===== src/rtl/rv_fetch_decode_pkg.sv =====
// Shared RV32I front-end definitions: base opcodes, fetch FSM encoding and the canonical NOP.
package rv_fetch_decode_pkg;

   localparam logic [6:0] OP_LUI    = 7'b0110111;
   localparam logic [6:0] OP_AUIPC  = 7'b0010111;
   localparam logic [6:0] OP_JAL    = 7'b1101111;
   localparam logic [6:0] OP_JALR   = 7'b1100111;
   localparam logic [6:0] OP_BRANCH = 7'b1100011;
   localparam logic [6:0] OP_LOAD   = 7'b0000011;
   localparam logic [6:0] OP_STORE  = 7'b0100011;
   localparam logic [6:0] OP_IMM    = 7'b0010011;
   localparam logic [6:0] OP_OP     = 7'b0110011;

   localparam logic [31:0] IMEM_NOP = 32'h0000_0013;

   typedef enum logic [1:0] {
      ST_FETCH = 2'd0,
      ST_HOLD  = 2'd1,
      ST_DROP  = 2'd2,
      ST_ERR   = 2'd3
   } fetch_state_e;

endpackage


===== src/rtl/rv_fetch_decode_imm_gen.sv =====
// Combinational RV32I immediate generator; flags any opcode outside the base set as illegal.
module rv_imm_gen
   import rv_fetch_decode_pkg::*;
(
   input  logic [31:0] instr,
   output logic [31:0] imm,
   output logic        illegal
);

   always_comb begin
      // NOTE: defaults first so every path assigns both outputs and no latch is inferred.
      imm     = '0;
      illegal = 1'b0;
      unique case (instr[6:0])
         OP_IMM, OP_LOAD, OP_JALR, OP_OP:
            imm = {{20{instr[31]}}, instr[31:20]};
         OP_STORE:
            imm = {{20{instr[31]}}, instr[31:25], instr[11:7]};
         OP_BRANCH:
            imm = {{19{instr[31]}}, instr[31], instr[7], instr[30:25], instr[11:8], 1'b0};
         OP_LUI, OP_AUIPC:
            imm = {instr[31:12], 12'b0};
         OP_JAL:
            imm = {{11{instr[31]}}, instr[31], instr[19:12], instr[20], instr[30:21], 1'b0};
         default:
            illegal = 1'b1;
      endcase
   end

endmodule


===== src/rtl/rv_fetch_decode.sv =====
// RV32I fetch/decode front end: owns the PC, runs a single-outstanding imem req/ack fetch
// and holds one decoded instruction until execute accepts it or redirects.
module rv_fetch_decode
   import rv_fetch_decode_pkg::*;
#(
   parameter logic [31:0] RESET_PC = 32'h0000_0000
) (
   input  logic        clk,
   input  logic        rst,
   output logic        imem_req,
   output logic [31:0] imem_addr,
   input  logic        imem_ack,
   input  logic [31:0] imem_rdata,
   input  logic        ex_ready,
   input  logic        take_jmp,
   input  logic [31:0] jmp_target,
   output logic        instr_valid,
   output logic [31:0] pc_out,
   output logic [6:0]  opcode,
   output logic [2:0]  funct3,
   output logic [6:0]  funct7,
   output logic [4:0]  rd,
   output logic [4:0]  rs1,
   output logic [4:0]  rs2,
   output logic [31:0] imm,
   output logic        illegal,
   output logic        misalign
);

   fetch_state_e state_q;
   logic [31:0]  pc_q, drop_addr_q, pc_out_q, instr_q, imm_q;
   logic         req_q, valid_q, illegal_q, misalign_q;

   logic [31:0]  imm_d;
   logic         illegal_d;
   logic         ack_ok, jmp_bad;

   rv_imm_gen u_imm_gen (
      .instr   (imem_rdata),
      .imm     (imm_d),
      .illegal (illegal_d)
   );

   // An ack only counts against a request that is actually on the bus.
   assign ack_ok  = imem_ack && req_q;
   assign jmp_bad = (jmp_target[1:0] != 2'b00);

   always_ff @(posedge clk) begin
      // NOTE: sequential state uses non-blocking assignments only, so all registers update together.
      if (rst) begin
         state_q     <= ST_FETCH;
         pc_q        <= RESET_PC;
         drop_addr_q <= RESET_PC;
         req_q       <= 1'b0;
         valid_q     <= 1'b0;
         misalign_q  <= 1'b0;
         pc_out_q    <= '0;
         instr_q     <= '0;
         imm_q       <= '0;
         illegal_q   <= 1'b0;
      end else begin
         unique case (state_q)
            ST_FETCH: begin
               if (take_jmp) begin
                  valid_q <= 1'b0;
                  if (jmp_bad) begin
                     misalign_q <= 1'b1;
                     req_q      <= 1'b0;
                     state_q    <= ST_ERR;
                  end else begin
                     pc_q  <= jmp_target;
                     req_q <= 1'b1;
                     // A request already on the bus cannot be withdrawn; wait it out in DROP.
                     if (req_q && !imem_ack) begin
                        drop_addr_q <= pc_q;
                        state_q     <= ST_DROP;
                     end
                  end
               end else if (ack_ok) begin
                  instr_q   <= imem_rdata;
                  imm_q     <= imm_d;
                  illegal_q <= illegal_d;
                  pc_out_q  <= pc_q;
                  valid_q   <= 1'b1;
                  req_q     <= 1'b0;
                  state_q   <= ST_HOLD;
               end else begin
                  req_q <= 1'b1;
               end
            end
            ST_HOLD: begin
               if (take_jmp) begin
                  valid_q <= 1'b0;
                  if (jmp_bad) begin
                     misalign_q <= 1'b1;
                     state_q    <= ST_ERR;
                  end else begin
                     pc_q    <= jmp_target;
                     req_q   <= 1'b1;
                     state_q <= ST_FETCH;
                  end
               end else if (ex_ready) begin
                  pc_q    <= pc_q + 32'd4;
                  valid_q <= 1'b0;
                  req_q   <= 1'b1;
                  state_q <= ST_FETCH;
               end
            end
            ST_DROP: begin
               if (take_jmp && jmp_bad) begin
                  misalign_q <= 1'b1;
                  req_q      <= 1'b0;
                  state_q    <= ST_ERR;
               end else begin
                  if (take_jmp) pc_q <= jmp_target;
                  if (ack_ok)   state_q <= ST_FETCH;
               end
            end
            default: begin
               req_q   <= 1'b0;
               valid_q <= 1'b0;
            end
         endcase
      end
   end

   assign imem_req    = req_q;
   assign imem_addr   = (state_q == ST_DROP) ? drop_addr_q : pc_q;
   assign instr_valid = valid_q;
   assign pc_out      = pc_out_q;
   assign opcode      = instr_q[6:0];
   assign funct3      = instr_q[14:12];
   assign funct7      = instr_q[31:25];
   assign rd          = instr_q[11:7];
   assign rs1         = instr_q[19:15];
   assign rs2         = instr_q[24:20];
   assign imm         = imm_q;
   assign illegal     = illegal_q && valid_q;
   assign misalign    = misalign_q;

endmodule


===== config.mk =====
export PLATFORM = sky130hd
export DESIGN_NAME = rv_fetch_decode
export DESIGN_NICKNAME = d
export VERILOG_FILES = /design/src/rtl/rv_fetch_decode_pkg.sv /design/src/rtl/rv_fetch_decode_imm_gen.sv /design/src/rtl/rv_fetch_decode.sv
export SDC_FILE = /design/constraint.sdc
export NUM_CORES = 1
export LEC_CHECK = 0
export ABC_AREA = 0
export CAP_MARGIN = 25
export CORE_ASPECT_RATIO = 2
export CORE_MARGIN = 2
export CORE_UTILIZATION = 53
export DETAILED_ROUTE_END_ITERATION = 10
export GPL_TIMING_DRIVEN = 0
export PLACE_DENSITY = 0.82
export SLEW_MARGIN = 20
export SYNTH_ARGS = -nofsm -noshare
export SYNTH_HDL_FRONTEND = slang
export SYNTH_SLANG_ARGS = --single-unit

===== constraint.sdc =====
create_clock -name clk -period 4.85 [get_ports clk]
set_input_delay 1.455 -clock clk [delete_from_list [all_inputs] [get_ports clk]]
set_output_delay 1.455 -clock clk [all_outputs]
set_load 0.1 [all_outputs]

======== Word-level counts from Yosys, hierarchy flattened ========
Cells that the tools add are included.
storage, ports and cells
  register bits after elaboration ......... 166
  input port bits ......................... 69
  output and inout bits ................... 132
  logic and storage cells ................. 93
cells by class
  $add $sub $neg .......................... 1
  equal/unequal tests ..................... 22
  multiplexer cells ....................... 37
  bitwise logic cells ..................... 3
  reduce and logical (&&, ||, !) cells .... 20
operators by type and width
  operator                                               number
  two-way mux 32 bit                                     7
  case mux 32 bit (5 select lines)                       1
  case mux 32 bit (3 select lines)                       1
  adder 32 x 3 -> 32 bit, second input constant          1
  == test 7 x 6 -> 1 bit, second input constant          3
  == test 7 bit, second input constant                   3
  two-way mux 2 bit                                      9
  two-way mux 1 bit                                      15
  == test 7 x 5 -> 1 bit, second input constant          2
  inequality test 3 bit, second input constant           4
  AND reduction 5 bit                                    2
  AND reduction 3 bit                                    3
  OR reduction 9 bit                                     1
  inequality test 2 bit, second input constant           4
  AND reduction 4 bit                                    2
  == test 7 x 2 -> 1 bit, second input constant          1
  case mux 1 bit (3 select lines)                        2
  case mux 2 bit (3 select lines)                        1
  logical AND 1 bit                                      4
  inequality test 2 x 1 -> 1 bit, second input constant  2
  inequality test 4 bit, second input constant           1
  nonzero test 2 bit                                     2
  OR reduction 2 bit                                     2
  OR reduction 4 bit                                     1
  7 further kinds                                        9

======== Longest topological paths before layout ========
  depth after elaboration ................. 6
  depth in mapped cells ................... 9
  gate-level depth less buffers ........... 7

======== Modules after synthesis ========
Synthesis repeated with hierarchy kept, for this count alone.
unflattened totals
  cell total of the unflattened synthesis .. 1,081
  area, all modules ....................... 8,231.6 sq um
modules (own cells, without submodules)
  module           instances  cells an instance  area each (sq um)  sequential area each (sq um)
  rv_fetch_decode  1          1,005              7,648.6            3,323.2
  rv_imm_gen       1          76                 583.1              0.0

======== Worst setup path before layout ========
Ideal clock, no wire load.
  kind .................................... reg-to-output
  from .................................... reg state_q[0]
  to ...................................... out imem_addr[16]
  arrival time ............................ 3,320 ps
  data required time ...................... 3,395 ps
  setup slack ............................. 75 ps
  cell stages (with the launch flop) ...... 7
  cell sequence ........................... dfxtp_1 -> inv_1 -> ha_1 -> clkbuf_1 -> clkbuf_1 -> clkbuf_1 -> o21ai_0
between the ends
  cells in the longest elaborated chain, start to end .. 2
RTL lines
  what                    line                    RTL
  start, declared         rv_fetch_decode.sv:30   fetch_state_e state_q;
  start signal, assigned  rv_fetch_decode.sv:51   state_q <= ST_FETCH;
  start signal, assigned  rv_fetch_decode.sv:69   state_q <= ST_ERR;
  start signal, assigned  rv_fetch_decode.sv:76   state_q <= ST_DROP;
  == test 2 bit           rv_fetch_decode.sv:128  assign imem_addr = (state_q == ST_DROP) ? drop_addr_q : pc_q;
  two-way mux 32 bit      rv_fetch_decode.sv:128
  end, declared           rv_fetch_decode.sv:11   output logic [31:0] imem_addr,
No other way between the ends.

======== Worst setup path in the final report ========
  from .................................... reg state_q[0]
  to ...................................... out imem_addr[26]
Same word-level chain as after synthesis.

==> metrics.md <==
| Metric | Value |
|---|---|
| Die area | `15900 sq um` |
| Reg clk slew, reported paths | `0.07 ns` |
| Yosys Warn Count | `0` |
| Share of the synthesized area in the top cell type | `42.3%` |
| Std cell rows | `63` |
| First-pass GRT wire length | `43200 microns` |
| Syn_nets | `1087` |
| Clock root buffer | `clkbuf_16` |
| CTS buffer count | `17` |
| Post-CTS setup buffer count | `0` |
| Post-synth EDFFs | `0` |
| TritonCTS clock tree | `done` |
| Deepest clock path buffer count | `2` |
| Post-synth top flop | `dfxtp_1` |
| GRT overflow | `0` |
| RSZ-0062 raised after global routing | `no` |
| Area grow syn2layout | `37.0%` |
| Cell variety after synth | `67` |
| Largest family of logic cells by synthesized area | `simple AND/OR/NAND/NOR gates` |
| Post-synthesis mux area share | `5.15%` |
| Seq/Total Area, Yosys | `42.3%` |
| Clock Sinks | `166` |
| Post-synthesis cell area | `7870 sq um` |
| HPWL Detailed | `20000 microns` |
| Core Box Area | `14700 sq um` |
| Sequential Area | `3320 sq um` |
| Worst path arrival time | `3.18 ns` |
| Worst endpoint required time | `3.39 ns` |
| Initial antenna violation count | `0` |
| Final Max Slew Viols | `0` |
| Status | `complete, no violations` |
| Ys async rst share | `0%` |
| WS Path Type | `flop to output port` |
| Max VDD drop | `0.000400 V` |
| Avg Cell Area, Syn | `7.76 sq um` |
| Pwr Total | `4.86 mW` |
| Leading post-synthesis cells by cell area | `dfxtp_1, nand2_1, a21oi_1, mux2_2, clkbuf_1` |
| Cells after DPL | `1406` |
| Fillers | `1194` |
| Starting Density | `53.6%` |
| Multi-input logic area | `4120 sq um` |
| # diodes | `0` |
| # port buffers | `198` |
| Area leader, netlist | `dfxtp_1` |
| Fin worst setup slack | `0.216 ns` |
| Final net count | `1304` |
| Max-Cap Viols | `0` |
| Synth Area in Compound Gates | `22.0%` |
| Slew HR | `29.8%` |
| Number of detailed-route iterations in the first pass | `7` |
| Commonest cells post-synth | `nand2_1, dfxtp_1, a21oi_1` |
| Via count | `8632` |
| Mapped Cells | `1013` |
| Ratio of cells with drive above 1 in the final layout | `9.09%` |
| Nature of the critical path endpoint | `output port` |
| DIE WIDTH | `90.1 microns` |
| Post-Synth Simple-Gate Area | `23.5%` |
| Drt initial violations | `922` |
| Worst-Skew Late Latency | `0.44 ns` |
| Pwr Density | `451 nW/um^2` |
| DR DRC count | `0` |
| Max FO, Critical Path | `10` |
| Drt total wl | `27700 microns` |
| Final clock skew | `0.00870 ns` |
| Detailed-route vias per instance | `6.00` |
| Non-Filler Instances | `1438` |
| Startpoint types | `flop` |
| FF+latch count, synth | `166` |
| Final instance area | `10800 sq um` |
| Pleak | `3.73 nW` |
| Num ports | `201` |
| Count leader, synth | `nand2_1` |
| Final setup viols | `0` |
| Pre-CTS WS | `0.0536 ns` |
| Chip height | `176 microns` |
| Dpl cell area | `10100 sq um` |
| Ratio of final minimum period to clock period | `95.6%` |
| Reg-to-reg slack, setup | `1.79 ns` |
| Max Fclk | `216 MHz` |
| Setup total negative slack | `0 ns` |
| Worst Tran Pin Value | `1.05 ns` |
| Adder-cell area share of the yosys netlist | `0.795%` |
| Largest net degree at the start of global routing | `17` |
| Wirelength per Cell | `19.2 microns` |
| Synth Area in XOR/XNOR | `0.891%` |
| Post-route ant nets | `0` |
| Placer congestion estimate | `0.970` |
| Htree depth | `4` |
| Post-route minimum period | `4.63 ns` |
| Hold/Removal Path Class | `flop to flop` |
| Hold Violations, Final | `0` |
| GRT Total Usage | `34.1%` |
| Vias in the first global route | `8223` |
## logic make-up (layout without fill, tap and decap cells)
group	Yosys count	count (layout)
buf+inv	104	334
xor+xnor	8	8
fa+ha+maj	5	5
mux	37	37
simple gates	409	409
flops	166	166
compound gates	284	284
## worst max-delay path, stage by stage, from the launching register on
cell,delay [ns]
dfxtp_1,0.34
inv_1,0.09
ha_1,0.17
clkbuf_1,0.34
clkbuf_1,0.45
clkbuf_1,0.52
nand2_1,0.09
o21ai_0,0.13
clkdlybuf4s15_2,0.60
## where the power goes
part | total, mW | internal, mW | switching [mW]
combinational | 1.85 | 0.490 | 1.36
sequential | 1.51 | 1.45 | 0.0649
clock | 1.49 | 0.899 | 0.593
total | 4.86 | 2.84 | 2.02
## layout by cell type, fill, tap and decap left out, drive strengths merged, types with 4 or more instances in the layout
cell           count
nand2            249
dfxtp            166
clkdlybuf4s50    166
a21oi            146
clkbuf           100
nor2              46
o21ai             42
mux2              28
a22oi             22
nor3              22
clkdlybuf4s15     20
nand4             16
nand3             15
inv               15
buf               15
nor4              11
a221oi             9
mux2i              9
dlymetal6s2s       9
and2               9
a31oi              8
a222oi             8
or3                7
o311a              5
o31ai              5
a211oi             5
o2bb2ai            5
ha                 5
and4               5
or4                5
nor3b              4
o21a               4
xor2               4
xnor2              4
bufinv             4
and3               4
## timing repair
item | in CTS | in global routing
endpoints found under the setup margin | 23 | 25
hold buffers | 0 | 0
resized for setup | 66 | 18
## cell type report
class                           instances  area share [%]
Clock inverter                         13            1.80
Tap cell                              195            2.26
Buffer                                 93            3.59
Clock buffer                           19            4.20
Inverter                               11           0.383
Multi-Input combinational cell        743            38.2
Sequential cell                       166            30.8
Timing Repair Buffer                  198            18.7
## metrics by stage
step | utilization (%) | hold slack (ns)
after floorplan | - | 0.433
after global placement | 68.8 | 0.438
after detailed placement | 68.8 | 0.443
after CTS | 73.4 | 0.455
after global routing | 73.5 | 0.469
final | 73.5 | 0.455
## flip-flops by register name, summed over array words and instances (netlist names), 2 cells and up
name         flops
drop_addr_q     32
imm             32
instr_q         32
pc_out          32
pc_q            32
state_q          2
## path summary, 6_finish.rpt
path,startpoint,to,cells past startpoint
setup / recovery,state_q[0],imem_addr[26],8
hold / removal,drop_addr_q[8],drop_addr_q[8],2
setup reg to reg,state_q[0],pc_q[6],9
hold reg to reg,drop_addr_q[8],drop_addr_q[8],2
## metal layers
| metal | track usage [%] | routed length, microns |
|---|---|---|
| met1 | 40.3 | 10600 |
| met2 | 58.3 | 13600 |
| met3 | 7.64 | 2320 |
| met4 | 16.7 | 1180 |
| met5 | 0 | 0 |
Power figures use the tool's default switching activity.
